===== src/rtl/fetch_unit.sv =====
// Instruction fetch stage: PC sequencing, fixed-latency imem requests, a small
// instruction FIFO toward decode, and branch redirect with flush.
module fetch_unit #(
    parameter int            N        = 64,
    parameter int            DEPTH    = 2,
    parameter logic [N-1:0]  RESET_PC = '0
) (
    input  logic         clk,
    input  logic         reset,
    output logic         imem_req,
    output logic [N-1:0] imem_addr,
    input  logic [31:0]  imem_rdata,
    output logic         inst_valid,
    input  logic         inst_ready,
    output logic [31:0]  inst,
    output logic [N-1:0] inst_pc,
    input  logic         redirect,
    input  logic [N-1:0] redirect_pc
);

    localparam int CW = $clog2(DEPTH + 1);

    localparam logic [0:0] IDLE = 1'b0;
    localparam logic [0:0] RUN  = 1'b1;

    logic [0:0]    state;
    logic [N-1:0]  pc;
    logic          inflight;
    logic [N-1:0]  inflight_pc;
    logic [CW-1:0] count;

    logic [31:0]   fifo_inst [DEPTH];
    logic [N-1:0]  fifo_pc   [DEPTH];
    logic [31:0]   nxt_inst  [DEPTH];
    logic [N-1:0]  nxt_pc    [DEPTH];

    logic          pop;
    logic          push;
    logic          issue;
    logic [CW:0]   credit_used;
    logic [CW:0]   credit_limit;
    logic [CW-1:0] widx;

    assign inst_valid = (count != '0);
    assign inst       = fifo_inst[0];
    assign inst_pc    = fifo_pc[0];
    assign pop        = inst_valid & inst_ready;
    assign push       = inflight & ~redirect;

    // A pop this cycle frees a slot, so it counts as credit for a new request.
    assign credit_used  = {1'b0, count} + (CW + 1)'(inflight);
    assign credit_limit = (CW + 1)'(DEPTH) + (CW + 1)'(pop);
    assign issue        = (state == RUN) & ~redirect & (credit_used < credit_limit);

    assign imem_req  = issue;
    assign imem_addr = pc;

    assign widx = pop ? count - CW'(1) : count;

    // Head always lives in entry 0; a pop shifts the queue down by one.
    always_comb begin
        for (int i = 0; i < DEPTH; i++) begin
            nxt_inst[i] = fifo_inst[i];
            nxt_pc[i]   = fifo_pc[i];
        end
        if (pop) begin
            for (int i = 0; i < DEPTH - 1; i++) begin
                nxt_inst[i] = fifo_inst[i + 1];
                nxt_pc[i]   = fifo_pc[i + 1];
            end
        end
        if (push) begin
            for (int i = 0; i < DEPTH; i++) begin
                if (CW'(i) == widx) begin
                    nxt_inst[i] = imem_rdata;
                    nxt_pc[i]   = inflight_pc;
                end
            end
        end
    end

    always_ff @(posedge clk) begin
        if (!reset) begin
            state       <= IDLE;
            pc          <= RESET_PC;
            inflight    <= 1'b0;
            inflight_pc <= '0;
            count       <= '0;
            for (int i = 0; i < DEPTH; i++) begin
                fifo_inst[i] <= '0;
                fifo_pc[i]   <= '0;
            end
        end else begin
            state <= RUN;
            if (redirect) begin
                count    <= '0;
                inflight <= 1'b0;
                pc       <= {redirect_pc[N-1:2], 2'b00};
            end else begin
                inflight <= issue;
                if (issue) begin
                    pc          <= pc + N'(4);
                    inflight_pc <= pc;
                end
                count <= count + CW'(push) - CW'(pop);
                for (int i = 0; i < DEPTH; i++) begin
                    fifo_inst[i] <= nxt_inst[i];
                    fifo_pc[i]   <= nxt_pc[i];
                end
            end
        end
    end

endmodule


===== config.mk =====
export PLATFORM = sky130hd
export DESIGN_NAME = fetch_unit
export DESIGN_NICKNAME = d
export VERILOG_FILES = /design/src/rtl/fetch_unit.sv
export SDC_FILE = /design/constraint.sdc
export NUM_CORES = 1
export LEC_CHECK = 0
export ABC_AREA = 0
export CAP_MARGIN = 5
export CORE_ASPECT_RATIO = 0.9
export CORE_MARGIN = 3
export CORE_UTILIZATION = 45
export CTS_CLUSTER_DIAMETER = 30
export DETAILED_ROUTE_END_ITERATION = 10
export HOLD_SLACK_MARGIN = 0.05
export PLACE_DENSITY = 0.77
export SLEW_MARGIN = 20
export SYNTH_ARGS = -nofsm -noshare
export SYNTH_HDL_FRONTEND = slang
export SYNTH_SLANG_ARGS = --single-unit

===== constraint.sdc =====
create_clock -name clk -period 9.15 [get_ports clk]
set_input_delay 1.83 -clock clk [delete_from_list [all_inputs] [get_ports clk]]
set_output_delay 1.83 -clock clk [all_outputs]
set_load 0.05 [all_outputs]

==> results_dict.tcl <==
set metrics [dict create \
    status "complete, no violations" \
    wirelength_um 46400 \
    worstSetupPathType "in2out" \
    fin_worst_skew_ns 0.0238 \
    cp-startpoint "inst_ready" \
    io_pins 262 \
    drt_iter0_markers 1075 \
    p_per_area_nw_per_um2 237 \
    seq_area_frac_synth 0.541 \
    yosys_warnings 0 \
    rr_startpoint "count[0]$_SDFF_PN0_" \
    hold_viol 0 \
    clock_sinks 318 \
    syn_avg_cell_area_um2 9.44 \
    cp.arrival_ns 4.24 \
    detail_route.vias_per_cell 5.77 \
    htree_levels 3 \
    grt_pass1_wl_um 72600 \
    tritoncts "built" \
    clockBufferDepth 3 \
    synthArstFlopShare 0 \
    gp_congestion 0.851 \
    post_cts_buffers 0 \
    core_um2 33200 \
    vias 13100 \
    critPathMaxFanout 17 \
    hold_class "reg2reg" \
    min_period_ns 6.07 \
    leakagePower_uw 0.00707 \
    ctsHoldBuffers 0 \
    synth_edf_count 190 \
    grt_pass1_vias 12700 \
    finalPower_uw 4740 \
    final_area_um2 20000 \
    rows 63 \
    worst_slew_pin_slew_ns 1.05 \
    grt_max_degree 121 \
    setup_viol 0 \
    rsz0062_at_grt "false" \
    grtUsageTotal 0.248 \
    synth_ff_type "edfxtp_1" \
    critPathBufInv 4 \
    cts_buffers 71 \
    areaGrowthSynthToFinish_pct 30.6 \
    globalRoute.totalOverflow 0 \
    ant_nets 0 \
    layout.nets 1863 \
    crit_top_cell "clkdlybuf4s50_1" \
    dp_hpwl_um 29100 \
    drt_first_pass_iters 5 \
    cts_root_buf "clkbuf_16" \
    critPathSlowestCell "clkdlybuf4s50_1" \
    die_area_um2 36200 \
    port-buffer-count 257 \
    ys_ff_latch 318 \
    synth_area_um2 15300 \
    critPathRequiredTime_ns 7.32 \
    die_w_um 200 \
    antenna_found_initial 2 \
    maxSlewHeadroom 0.300 \
    worstSetupEndpointType "primary output" \
    cp-start-kind "input port" \
    maxSlewViolCount 0 \
    syn_inst 1620 \
    cpPeakStageDelay_ns 0.80 \
    die_y_um 181 \
    fin_tns_setup_ns 0 \
    cap_viol_max_count 0 \
    synthDistinctLibCells 56 \
    critical_path.top_delay_family "buffers and inverters" \
    cts.clk_slew.worst_paths_ns 0.05 \
    cts.repair.resized 0 \
    n_fill_cell 2778 \
    wl_per_cell_um 20.4 \
    hold_start "inflight_pc[55]$_SDFFE_PN0P_" \
    crit_chain "clkdlybuf4s50_1 > or3b_1 > a21oi_2 > buf_4 > nand2_2 > inv_2 > clkdlybuf4s50_1" \
    insertion_delay_ns 0.56 \
    layout-drive-gt1-share 0.0837 \
    max_freq_mhz 165 \
    place_area_um2 17500 \
    ir_drop_mv 0.143 \
    drc 0 \
    start_util 0.461 \
    fin_crit_sh 0.663 \
]
-- area by class of cell --
type                       instances  area [um2]  share of cell area
sequential                       318        8270               0.414
multi-input combinational       1080        5870               0.294
timing repair buffer             275        2730               0.137
clock buffer                      94        2040               0.102
tap                              455         569              0.0285
clock inverter                    38         433              0.0217
inverter                          12        47.5             0.00238
antenna                            1        2.50            0.000125
-- synthesized netlist by cell type (11+ instances only) --
| cell type | count | area (um2) |
|---|---|---|
| nand4_1 | 27 | 169 |
| a31oi_1 | 23 | 144 |
| buf_4 | 98 | 736 |
| a21oi_1 | 76 | 380 |
| nor2_1 | 131 | 492 |
| xnor2_1 | 14 | 123 |
| a311oi_1 | 96 | 841 |
| o31ai_1 | 13 | 97.6 |
| or4_1 | 18 | 135 |
| clkbuf_1 | 104 | 390 |
| and2_1 | 96 | 601 |
| o21ai_0 | 46 | 230 |
| nand3_1 | 35 | 175 |
| nor3_1 | 14 | 70.1 |
| nand2_1 | 371 | 1390 |
| nor4_1 | 18 | 113 |
| xor2_1 | 11 | 96.3 |
| edfxtp_1 | 190 | 5710 |
| dfxtp_1 | 128 | 2560 |
-- metal layers --
metal	vias up	share of wire	wire [um]	track usage
met4	2	0.032	1510	0.0953
met2	723	0.45	20700	0.381
met3	111	0.096	4440	0.0535
met1	6269	0.43	19800	0.347
met5	-	0.00019	9	0
li1	6020	-	-	-
-- kinds of logic (layout without fill, tap and decap cells) --
kind of cell               after synthesis  count (layout)  share of synthesized area
AOI/OAI and AO/OA                      290             290                      0.131
xor gates and xnor gates                25              25                     0.0143
adders and majority gates                5               5                    0.00409
buffers and inverters                  223             419                     0.0790
DFF                                    318             318                      0.541
muxes                                    2               2                    0.00131
other                                    1               3                   0.000245
and+or+nand+nor                        756             756                      0.229
-- worst paths after layout --
path                                        end  slack (ns)  cells past startpoint
hold / removal     inflight_pc[55]$_SDFFE_PN0P_        0.47                      2
hold reg to reg    inflight_pc[55]$_SDFFE_PN0P_        0.47                      2
setup reg to reg  fifo_inst[0][6]$_SDFFCE_PN0P_        5.49                      8
setup / recovery                       imem_req        3.08                      7
-- through the flow --
stage | setup WS (ns) | hold slack (ns) | std cells | utilization
2_1_floorplan | 1.80 | 0.445 | 1621 | -
3_3_place_gp | 3.12 | 0.455 | 2139 | 0.526
3_5_place_dp | 3.12 | 0.460 | 2140 | 0.527
4_1_cts | 3.11 | 0.467 | 2272 | 0.601
5_1_grt | 3.02 | 0.484 | 2273 | 0.602
6_report | 3.08 | 0.465 | 2273 | 0.602
-- worst min-delay path: cells and delay by family, from the launching register on --
kind | cells | cell delay, ns
compound gates | 1 | 0.05
flops | 1 | 0.31
simple gates | 1 | 0.05
-- power breakdown --
group	total [uW]	internal, uW	switching, uW
clock	2580	1790	791
sequential	1670	1600	71.4
combinational	493	162	330
-- flip-flops by register name, indices dropped and copies added (netlist names) --
register / count
state: 1
fifo_inst: 64
fifo_pc: 126
inflight: 1
imem_addr: 62
count: 2
inflight_pc: 62
-- cells in the final DEF (no fill, tap or decap), types with 8 or more instances in the layout --
cell type | Yosys | layout
a21oi_1 | 76 | 76
a311oi_1 | 96 | 96
a31oi_1 | 23 | 23
and2_1 | 96 | 96
and3_1 | 8 | 8
buf_4 | 98 | 16
bufinv_16 | 0 | 8
clkbuf_1 | 104 | 11
clkbuf_16 | 0 | 76
clkdlybuf4s50_1 | 0 | 257
clkinv_1 | 3 | 9
clkinv_2 | 0 | 8
dfxtp_1 | 128 | 128
edfxtp_1 | 190 | 190
nand2_1 | 371 | 369
nand3_1 | 35 | 35
nand4_1 | 27 | 27
nor2_1 | 131 | 130
nor3_1 | 14 | 14
nor4_1 | 18 | 18
o21ai_0 | 46 | 45
o31ai_1 | 13 | 13
or3_1 | 8 | 8
or4_1 | 18 | 18
xnor2_1 | 14 | 14
xor2_1 | 11 | 11
Power figures use the tool's default switching activity.
